$ cat src/rtl/cpu_trace_pkg.sv
// Shared types and constants for the CPU retire-trace buffer.
// A trace record is the {PC, IR, ALUOut} triple of one retired instruction.
package cpu_trace_pkg;

    localparam logic [15:0] HALT_IR_DEFAULT = 16'hFFFF;
    localparam int          REC_W           = 48;

    typedef enum logic [1:0] {
        RUN   = 2'd0,
        DRAIN = 2'd1,
        DONE  = 2'd2
    } trace_state_t;

    typedef struct packed {
        logic [15:0] pc;
        logic [15:0] ir;
        logic [15:0] alu;
    } trace_rec_t;

    // Retired-instruction counter sticks at all-ones instead of wrapping.
    function automatic logic [15:0] sat_inc16(input logic [15:0] value);
        return (value == 16'hFFFF) ? value : value + 16'd1;
    endfunction

endpackage

$ cat src/rtl/trace_fifo.sv
// Circular-buffer FIFO with an explicit occupancy counter.
// A push while full is taken only when a pop frees a slot in the same cycle.
module trace_fifo #(
    parameter int DEPTH = 8,
    parameter int WIDTH = 48
) (
    input  logic                         clock,
    input  logic                         reset_n,
    input  logic                         push,
    input  logic                         pop,
    input  logic [WIDTH-1:0]             din,
    output logic [WIDTH-1:0]             dout,
    output logic [$clog2(DEPTH+1)-1:0]   level,
    output logic                         full,
    output logic                         empty
);

    localparam int AW = $clog2(DEPTH);
    localparam int LW = $clog2(DEPTH+1);

    logic [WIDTH-1:0] mem [DEPTH];
    logic [AW-1:0]    head;
    logic [AW-1:0]    tail;
    logic             do_push;
    logic             do_pop;

    assign full    = (level == LW'(DEPTH));
    assign empty   = (level == '0);
    assign do_pop  = pop && !empty;
    assign do_push = push && (!full || do_pop);

    // Pointers wrap naturally because DEPTH is a power of two.
    always_ff @(posedge clock or negedge reset_n) begin
        if (!reset_n) begin
            head  <= '0;
            tail  <= '0;
            level <= '0;
        end else begin
            if (do_push) tail <= tail + AW'(1);
            if (do_pop)  head <= head + AW'(1);
            case ({do_push, do_pop})
                2'b10:   level <= level + LW'(1);
                2'b01:   level <= level - LW'(1);
                default: level <= level;
            endcase
        end
    end

    always_ff @(posedge clock) begin
        if (do_push) mem[tail] <= din;
    end

    // Storage is not reset, so an empty FIFO presents zeros instead of stale data.
    assign dout = empty ? '0 : mem[head];

endmodule

$ cat src/rtl/cpu_trace_buffer.sv
// Captures one record per retired CPU instruction and drains it over valid/ready.
// Stops accepting at the halt instruction and reports halted once fully drained.
module cpu_trace_buffer
    import cpu_trace_pkg::*;
#(
    parameter int          DEPTH   = 8,
    parameter logic [15:0] HALT_IR = HALT_IR_DEFAULT
) (
    input  logic                       clock,
    input  logic                       reset_n,
    input  logic                       retire,
    input  logic [15:0]                pc,
    input  logic [15:0]                ir,
    input  logic [15:0]                alu_out,
    output logic                       out_valid,
    input  logic                       out_ready,
    output logic [15:0]                out_pc,
    output logic [15:0]                out_ir,
    output logic [15:0]                out_alu,
    output logic [$clog2(DEPTH+1)-1:0] level,
    output logic [15:0]                instr_count,
    output logic                       overflow,
    output logic                       halted
);

    localparam int LW = $clog2(DEPTH+1);

    trace_state_t state;
    trace_state_t state_next;
    trace_rec_t   rec_in;
    trace_rec_t   rec_out;
    logic         fifo_full;
    logic         fifo_empty;
    logic         accept;
    logic         pop;
    logic         push;
    logic         drop;

    // Handshake: the head record transfers on any rising edge where out_valid
    // and out_ready are both 1; out_valid depends only on occupancy, never on out_ready.
    assign out_valid = !fifo_empty;
    assign pop       = out_valid && out_ready;

    assign accept = retire && (state == RUN);
    assign push   = accept && (!fifo_full || pop);
    assign drop   = accept && fifo_full && !pop;

    assign rec_in = '{pc: pc, ir: ir, alu: alu_out};

    trace_fifo #(
        .DEPTH (DEPTH),
        .WIDTH (REC_W)
    ) u_fifo (
        .clock   (clock),
        .reset_n (reset_n),
        .push    (push),
        .pop     (pop),
        .din     (rec_in),
        .dout    (rec_out),
        .level   (level),
        .full    (fifo_full),
        .empty   (fifo_empty)
    );

    assign out_pc  = rec_out.pc;
    assign out_ir  = rec_out.ir;
    assign out_alu = rec_out.alu;

    always_ff @(posedge clock or negedge reset_n) begin
        if (!reset_n) begin
            state <= RUN;
        end else begin
            state <= state_next;
        end
    end

    always_comb begin
        state_next = state;
        case (state)
            RUN: begin
                // A dropped halt still ends the run.
                if (accept && (ir == HALT_IR)) state_next = DRAIN;
            end
            DRAIN: begin
                if (level == '0) state_next = DONE;
            end
            DONE: begin
                state_next = DONE;
            end
            default: begin
                state_next = RUN;
            end
        endcase
    end

    assign halted = (state == DONE);

    always_ff @(posedge clock or negedge reset_n) begin
        if (!reset_n) begin
            instr_count <= '0;
            overflow    <= 1'b0;
        end else begin
            if (accept) instr_count <= sat_inc16(instr_count);
            if (drop)   overflow    <= 1'b1;
        end
    end

    a_level_bound: assert property (@(posedge clock) disable iff (!reset_n)
        level <= LW'(DEPTH));

    a_halted_empty: assert property (@(posedge clock) disable iff (!reset_n)
        halted |-> !out_valid);

    a_head_stable: assert property (@(posedge clock) disable iff (!reset_n)
        (out_valid && !out_ready) |=> (out_valid && $stable({out_pc, out_ir, out_alu})));

endmodule
$ cat config.mk
export PLATFORM = sky130hd
export DESIGN_NAME = cpu_trace_buffer
export DESIGN_NICKNAME = d
export VERILOG_FILES = /design/src/rtl/cpu_trace_pkg.sv /design/src/rtl/trace_fifo.sv /design/src/rtl/cpu_trace_buffer.sv
export SDC_FILE = /design/constraint.sdc
export NUM_CORES = 1
export LEC_CHECK = 0
export CAP_MARGIN = 25
export CORE_ASPECT_RATIO = 0.6
export CORE_MARGIN = 8
export CORE_UTILIZATION = 45
export DETAILED_ROUTE_END_ITERATION = 12
export GPL_TIMING_DRIVEN = 1
export SLEW_MARGIN = 40
export SYNTH_ARGS = -nofsm -noshare
export SYNTH_HDL_FRONTEND = slang
export SYNTH_SLANG_ARGS = --single-unit
$ cat constraint.sdc
create_clock -name clock -period 7.8 [get_ports clock]
set_input_delay 2.34 -clock clock [delete_from_list [all_inputs] [get_ports clock]]
set_output_delay 2.34 -clock clock [all_outputs]
set_load 0.02 [all_outputs]
; Yosys cells after proc, flatten, opt, wreduce, memory -nomap -nowiden
; Memories as Yosys holds them, arrays and structs flattened.
; Cells that the tools add are included.
[totals]
reg_bits = 29
ram_bits = 384
input_bits = 52
output_inout_bits = 71
elab_cells = 47
memories = 1
[mem_list]
columns = memory, depth, width, rd, rd_ports_with_merged_regs, write_ports, line
row1 = u_fifo.mem, 8, 48, 1, 0, 1, trace_fifo.sv:21  ; logic [WIDTH-1:0] mem [DEPTH];
[classes]
n_addsub = 5
eq_ne = 9
n_mux = 7
n_bitwise = 1
reduce_logical = 18
[ops]
columns = cell, count
row1 = $mux 48, 1
row2 = $eq 16x16->1 const B, 2
row3 = $add 16x1->16 const B, 1
row4 = $logic_and 1x1->1, 8
row5 = $pmux 4 s2, 1
row6 = $add 3x1->3 const B, 2
row7 = $pmux 2 s3, 1
row8 = $add 4x1->4 const B, 1
row9 = $eq 2x1->1 const B, 2
row10 = $eq 2x2->1 const B, 2
row11 = $eq 4x4->1 const B, 1
row12 = $logic_not 4->1, 1
row13 = $mux 2, 2
row14 = $ne 2x1->1 const B, 2
row15 = $reduce_and 2->1, 2
row16 = $sub 4x1->4 const B, 1
row17 = $logic_not 1->1, 3
row18 = $logic_not 2->1, 1
row19 = $logic_or 1x1->1, 2
row20 = $mux 1, 2
row21 = $reduce_bool 2->1, 1
row22 = $not 1->1, 1

; Depth between registers and ports, before layout
; Gate-level depths: netlist of the first run.
[logic_depth]
word_depth = 8
depth_mapped = 13

; Modules after synthesis
; From an unflattened synthesis of the first run, not the netlist that was laid out.
[hier_totals]
cells_unflattened = 786
hier_area_um2 = 16308.1
[by_module_without_submodules]
columns = mod, n_inst, cells_per_inst, area_each_um2, seq_area_each_um2
row1 = trace_fifo, 1, 690, 15278.4, 11781.3
row2 = cpu_trace_buffer, 1, 96, 1029.7, 475.5

; Least setup slack after synthesis of the first run
; Ideal clock, no wire load.
[synth_path]
kind = input to register
start = in retire
end = mem u_fifo.mem[2][0], enable pin
t_arrival_ps = 7825
required_time_ps = 7210
path_slack_ps = -615
stages = 4
path_buffers = 0
cell_sequence = nand2_1 -> a31oi_4 -> inv_1 -> nor4b_1
[synth_via]
elab_chain_len = 5
[synth_lines]
columns = item, line
row1 = "start, declared", cpu_trace_buffer.sv:11  ; input logic retire,
row2 = $logic_and 1x1->1, cpu_trace_buffer.sv:44  ; assign accept = retire && (state == RUN);
row3 = $logic_and 1x1->1, cpu_trace_buffer.sv:45  ; assign push = accept && (!fifo_full || pop);
row4 = $logic_and 1x1->1, trace_fifo.sv:30  ; assign do_push = push && (!full || do_pop);
row5 = $mux 1, trace_fifo.sv:50  ; if (do_push) mem[tail] <= din;
row6 = $mux 1 (not written as such), trace_fifo.sv:50
row7 = "end, declared", trace_fifo.sv:21
; No other way between the ends.

; Worst setup path in the final report of the first run
[layout_path]
start = reg u_fifo.head[1]
end = out out_pc[5]
[layout_via]
elab_chain_len = 2
[layout_lines]
columns = item, line
row1 = "start, declared", trace_fifo.sv:22  ; logic [AW-1:0] head;
row2 = "start signal, assigned", trace_fifo.sv:40  ; if (do_pop) head <= head + AW'(1);
row3 = $mem_v2 8x48, --
row4 = $mux 48, trace_fifo.sv:54  ; assign dout = empty ? '0 : mem[head];
row5 = "end, declared", cpu_trace_buffer.sv:17  ; output logic [15:0] out_pc,
; No other way between the ends.

==> results of run 1 <==
-- logic make-up after synthesis --
kind of cell,count (synthesis),share of synthesized area
flip-flops,413,0.7555
multiplexers,151,0.1676
adder cells (fa/ha/maj),10,0.007712
AND/OR/NAND/NOR,122,0.03717
buffers and inverters,44,0.01342
AO/OA/AOI/OAI,17,0.008407
XOR/XNOR,19,0.01026
-- cells in the mapped netlist --
cell type	n	area, sq um
a2111oi_0	1	8.760
a211o_1	2	17.52
a21oi_1	3	15.01
a31oi_1	1	6.260
a31oi_4	1	21.27
and2_1	1	6.260
and3_1	1	6.260
and4_1	3	26.28
buf_1	1	3.750
buf_2	18	90.09
buf_6	4	45.04
clkbuf_1	13	48.80
dfrtp_1	29	725.7
edfxtp_1	384	11530
ha_1	10	125.1
inv_1	7	26.28
inv_2	1	3.750
mux2_2	5	56.30
mux2i_1	50	500.5
mux4_2	96	2162
nand2_1	16	60.06
nand3_1	8	40.04
nand4_1	11	68.82
nand4_2	1	12.51
nor2_1	61	229.0
nor2b_1	1	6.260
nor3_1	8	40.04
nor3b_1	2	15.01
nor4_1	4	25.02
nor4_4	2	42.54
nor4b_1	1	8.760
nor4bb_1	1	10.01
o2111ai_1	1	8.760
o211ai_1	1	7.510
o21ai_0	2	10.01
o21bai_1	1	7.510
o221ai_1	2	17.52
o31a_1	1	8.760
o31ai_1	1	7.510
or3_1	1	6.260
xnor2_1	8	70.07
xor2_1	11	96.34
-- layout make-up --
cell class / instances / area (sq um)
clock inverters: 16 / 123.9
fillers: 2788 / 16460
well taps: 476 / 595.6
repair buffers: 148 / 1564
flip-flops and latches: 413 / 12270
multi-input cells: 319 / 3812
inverters: 8 / 30.03
clock buffers: 53 / 1091
-- how the worst max path moves through the flow --
stage,start,endpoint,slack [ns],cells after the start
final,u_fifo.head[1]$_DFFE_PN0P_,out_pc[5],2.36,5
after global routing,u_fifo.head[1]$_DFFE_PN0P_,out_pc[5],2.22,5
after CTS,u_fifo.head[0]$_DFFE_PN0P_,out_ir[4],2.29,6
after detailed placement,retire,u_fifo.mem[5][7]$_DFFE_PP_,2.77,6
after global placement,retire,u_fifo.mem[7][28]$_DFFE_PP_,2.28,6
after floorplan,retire,u_fifo.mem[3][0]$_DFFE_PP_,0.89,4
-- registers in the layout, indices dropped and copies added (netlist names) --
signal        cells
u_fifo.mem      384
u_fifo.level      4
instr_count      16
overflow          1
state             2
u_fifo.tail       3
u_fifo.head       3
-- stage by stage --
stage | cells | utilization | total power [uW]
6_report | 1433 | 0.5421 | 7463
5_1_grt | 1433 | 0.5421 | 7826
3_5_place_dp | 1363 | 0.5077 | 5753
3_3_place_gp | 1355 | 0.5026 | 5663
4_1_cts | 1432 | 0.5415 | 7585
2_1_floorplan | 776 | - | 4645
-- power groups by stage --
| stage | Combinational [uW] | Clock, uW | Sequential, uW |
|---|---|---|---|
| 5_1_grt | 2850 | 1950 | 3030 |
| 3_3_place_gp | 2450 | 0 | 3210 |
| 4_1_cts | 2720 | 1870 | 3000 |
| 2_1_floorplan | 1670 | 0 | 2980 |
| 3_5_place_dp | 2710 | 0 | 3040 |
| 6_report | 2650 | 1820 | 2990 |
-- per-layer routing --
metal	wire (microns)	track usage	up-vias	share of wire
met2	16290	0.2598	210	0.48
li1	-	-	3486	-
met3	1798	0.03055	40	0.053
met1	15610	0.2306	4111	0.46
met4	449	0.03446	2	0.013
met5	13	0	-	0.00038
-- worst max-delay path: cells and delay by family, from the launching register on --
kind | cells | cell delay (ns)
and+or+nand+nor | 1 | 0.08
muxes | 2 | 0.70
buffers and inverters | 2 | 1.02
DFF | 1 | 0.75
==> results.sh, run 1 <==
export IMPL_ant_nets=0
export IMPL_start_util=0.4514
export IMPL_root_buffer="clkbuf_16"
export IMPL_area_growth_pct=20.10
export IMPL_synth_cells=776
export IMPL_setup_viol=0
export IMPL_io_pins=123
export IMPL_clock_path_buffers=3
export IMPL_fin_nets=990
export IMPL_min_path_type="register to register"
export IMPL_synth_fp_nets=838
export IMPL_final_common_cell="edfxtp_1"
export IMPL_path_clk_slew_ns=0.06
export IMPL_p_int_uw=5117
export IMPL_design_area_sq_um=19480
export IMPL_grt_first_pass_wirelength_microns=52180
export IMPL_grt_pass1_vias=8299
export IMPL_yosys_warnings=0
export IMPL_post_cts_repair_setup_buffers=0
export IMPL_slew_viol_final=0
export IMPL_drc_errors=0
export IMPL_cp_required_ns=5.46
export IMPL_seq_area_frac_synth=0.7555
export IMPL_drive_gt1_frac=0.2006
export IMPL_holdPathStages=1
export IMPL_grt_overflow_total=0
export IMPL_path_class="register to output port"
export IMPL_antenna_cells=0
export IMPL_outcome="finished, final reports clean"
export IMPL_wire_per_inst_microns=23.84
export IMPL_finClkSkew_ns=0.009802
export IMPL_chipWidth_microns=261.1
export IMPL_antenna_found_initial=1
export IMPL_grt_usage=0.1617
export IMPL_pre_cts_ws_ns=2.769
export IMPL_numCtsBuffers=38
export IMPL_arrival_ns=3.10
export IMPL_hold_viol_final=0
export IMPL_slowest_delay_ns=0.75
export IMPL_viasPerCell=5.477
export IMPL_max_slew_margin=0.5132
export IMPL_endpoint_kind="output port"
export IMPL_io_buffer_count=122
export IMPL_fin_hold_ws_ns=0.5223
export IMPL_synth_cell_types=42
export IMPL_finalCriticalPeriod_ns=5.439
export IMPL_fp_dieH_microns=163.1
export IMPL_r2r_cells=10
export IMPL_place_congestion=0.7892
export IMPL_coreArea_sq_um=35940
export IMPL_std_cell_rows=54
export IMPL_clock_sinks=413
export IMPL_drtPass1Iterations=5
export IMPL_whs_endpoint="overflow$_DFFE_PN0P_"
export IMPL_drt_wl_total_microns=34160
export IMPL_fin_crit_sh=0.6973
export IMPL_crit_chain="buf_4 -> mux4_2 -> mux2i_1 -> nor2_1 -> clkdlybuf4s50_1"
export IMPL_drt_iter0_drc=511
export IMPL_crit_path_max_fanout=31
export IMPL_maxCapViolations=0
export IMPL_hpwl_microns=19700
export IMPL_insertion_delay_ns=0.52
export IMPL_power_frac_seq=0.401
export IMPL_critPathSlowestCell="dfrtp_4"
export IMPL_power_switching_uw=2345
export IMPL_ys_seq_elements=413
export IMPL_h_tree_depth=2
export IMPL_pwr_share_comb=0.355
export IMPL_setup_ws_ns=2.361
export IMPL_pwr_density_cell_nw_per_um2=383.0
export IMPL_holdBufCountCts=0
export IMPL_ctsResizeCount=0
export IMPL_cts_tree="done"
export IMPL_start_kind="register"
export IMPL_grt_max_degree=51
export IMPL_mostFrequentLayoutCells="edfxtp_1, clkdlybuf4s50_1, mux4_2, nor2_1, mux2i_1"
export IMPL_r2r_setup_slack_ns=4.81
export IMPL_rsz0062_at_grt="no"
export IMPL_hold_path_startpoint="overflow$_DFFE_PN0P_"
export IMPL_fmax_mhz=183.9
export IMPL_p_leak_uw=0.006468
export IMPL_power_frac_clock=0.244
export IMPL_dieArea_sq_um=42590
export IMPL_worst_pin_slew_ns=0.7302
export IMPL_rr_endpoint="u_fifo.level[2]$_DFFE_PN0P_"
export IMPL_worst_ir_drop_vdd_v=0.0002116
export IMPL_sw_frac_of_total=0.3143
export IMPL_vias=7849
export IMPL_synth_avg_cell_area_sq_um=20.91
export IMPL_synthesis_area_sq_um=16220
export IMPL_placed_cell_area_sq_um=18250
export IMPL_timing_rr_start="u_fifo.level[1]$_DFFE_PN0P_"
export IMPL_tns_ns=0
Note: power is estimated with default switching activity, not from simulation.
==> run 2: changes to the inputs <==
--- a/config.mk
+++ b/config.mk
@@ -11,6 +11,7 @@
 export CORE_UTILIZATION = 45
 export DETAILED_ROUTE_END_ITERATION = 12
 export GPL_TIMING_DRIVEN = 1
+export PLACE_DENSITY = 0.66
 export SLEW_MARGIN = 40
 export SYNTH_ARGS = -nofsm -noshare
 export SYNTH_HDL_FRONTEND = slang
==> constraint.sdc (replaced) <==
create_clock -name clock -period 4.93 [get_ports clock]
set_input_delay 1.479 -clock clock [delete_from_list [all_inputs] [get_ports clock]]
set_output_delay 1.479 -clock clock [all_outputs]
set_load 0.02 [all_outputs]
==> results.sh, run 2 (same netlist as run 1, synthesis figures left out) <==
export IMPL_clock_sinks=413
export IMPL_ant_nets=0
export IMPL_mostFrequentLayoutCells="edfxtp_1, clkdlybuf4s50_1, mux4_2, nor2_1, mux2i_1"
export IMPL_finClkSkew_ns=0.01237
export IMPL_multiInputGateArea_sq_um=3812
export IMPL_pwr_density_cell_nw_per_um2=605.6
export IMPL_holdBufCountCts=0
export IMPL_r2r_setup_slack_ns=2.06
export IMPL_worst_pin_slew_ns=0.6861
export IMPL_grt_max_degree=51
export IMPL_reg_top3="u_fifo.mem: 384 flops, instr_count: 16 flops, u_fifo.level: 4 flops"
export IMPL_maxCapViolations=0
export IMPL_start_kind="register"
export IMPL_slew_viol_final=0
export IMPL_register_area_sq_um=12270
export IMPL_endpoint_kind="output port"
export IMPL_clock_path_buffers=3
export IMPL_post_cts_repair_setup_buffers=0
export IMPL_dp_cells=1365
export IMPL_rsz0062_at_grt="no"
export IMPL_fillers=2814
export IMPL_largest_reg_flops=384
export IMPL_p_leak_uw=0.006455
export IMPL_regMostFlops="u_fifo.mem"
export IMPL_std_cell_rows=54
export IMPL_worst_ir_drop_vdd_v=0.0003206
export IMPL_fin_cells=1435
export IMPL_drt_iter0_drc=603
export IMPL_io_buffer_count=122
export IMPL_drive_gt1_frac=0.2065
export IMPL_drt_wl_total_microns=33560
export IMPL_numCtsBuffers=39
export IMPL_crit_path_max_fanout=23
export IMPL_path_class="register to output port"
export IMPL_drc_errors=0
export IMPL_final_core_util=0.5408
export IMPL_io_pins=123
export IMPL_min_path_type="register to register"
export IMPL_place_congestion=0.8174
export IMPL_grt_first_pass_wirelength_microns=51670
export IMPL_grt_pass1_vias=8349
export IMPL_finalCriticalPeriod_ns=4.457
export IMPL_antenna_found_initial=3
export IMPL_path_clk_slew_ns=0.06
export IMPL_antenna_cells=0
export IMPL_chipWidth_microns=261.1
export IMPL_tns_ns=0
export IMPL_viasPerCell=5.495
export IMPL_grt_usage=0.1593
export IMPL_coreArea_sq_um=35940
export IMPL_setup_viol=0
export IMPL_hold_viol_final=0
export IMPL_root_buffer="clkbuf_16"
export IMPL_grt_overflow_total=0
export IMPL_arrival_ns=2.98
export IMPL_ctsResizeCount=0
export IMPL_fmax_mhz=224.4
export IMPL_cts_tree="done"
export IMPL_dieArea_sq_um=42590
export IMPL_insertion_delay_ns=0.53
export IMPL_cp_required_ns=3.45
export IMPL_fin_crit_sh=0.9041
export IMPL_outcome="finished, final reports clean"
export IMPL_drtPass1Iterations=5
export IMPL_fp_dieH_microns=163.1
export IMPL_hpwl_microns=19660
export IMPL_fin_nets=992
export IMPL_vias=7885
export IMPL_max_slew_margin=0.5415
export IMPL_finalPower_uw=11770
export IMPL_start_util=0.4514
export IMPL_h_tree_depth=2
export IMPL_final_common_cell="edfxtp_1"
export IMPL_wire_per_inst_microns=23.38
export IMPL_area_growth_pct=19.80
## run 2: changes by cell type in the layout (fill, tap and decap cells not counted), moves of 3 or more
cell,previous run,this run
clkinv_2,2,7
clkinv_1,10,5
inv_6,0,4
buf_4,14,17
## run 2: area by class of cell
cell class | instances | share of cell area
clock inverters | 20 | 0.008497
multi-input cells | 319 | 0.1961
well taps | 476 | 0.03064
flip-flops and latches | 413 | 0.6312
repair buffers | 149 | 0.07969
inverters | 8 | 0.001545
clock buffers | 50 | 0.05233
## run 2: final timing paths
path	startpoint	end	cells past startpoint
max in group asynchronous	reset_n	u_fifo.head[1]$_DFFE_PN0P_	2
min in group asynchronous	reset_n	instr_count[7]$_DFFE_PN0P_	2
hold / removal	overflow$_DFFE_PN0P_	overflow$_DFFE_PN0P_	1
setup reg to reg	state[0]$_DFFE_PN0P_	u_fifo.level[2]$_DFFE_PN0P_	12
setup / recovery	u_fifo.head[0]$_DFFE_PN0P_	out_ir[14]	5
hold reg to reg	overflow$_DFFE_PN0P_	overflow$_DFFE_PN0P_	1
## run 2: routing by layer
layer | part of all wire | global-route usage | up-vias
met5 | 0.0011 | 0 | -
met4 | 0.020 | 0.03902 | 6
met3 | 0.054 | 0.03441 | 55
met2 | 0.47 | 0.2545 | 193
met1 | 0.45 | 0.2234 | 4153
li1 | - | - | 3478
## run 2: power breakdown
| part | leakage, uW | switching [uW] | internal [uW] |
|---|---|---|---|
| Clock | 0.000579 | 1260 | 1580 |
| Sequential | 0.00384 | 403 | 4400 |
| Combinational | 0.00204 | 2090 | 2040 |
| Total | 0.00645 | 3750 | 8020 |
## run 2: metrics by stage
stage | cell area (sq um) | hold WS [ns] | worst slack [ns]
after floorplan | 16240 | 0.5289 | -1.123
after global placement | 18240 | 0.4830 | 0.8819
after detailed placement | 18260 | 0.4802 | 0.8827
after CTS | 19440 | 0.4983 | 0.3692
after global routing | 19440 | 0.5238 | 0.2447
final | 19440 | 0.4919 | 0.4728
## run 2: worst max-delay path, stage by stage (launching register included)
cell	delay, ns
dfrtp_4	0.75
buf_4	0.34
mux4_2	0.53
mux2i_1	0.15
nor2_1	0.10
clkdlybuf4s50_1	0.58
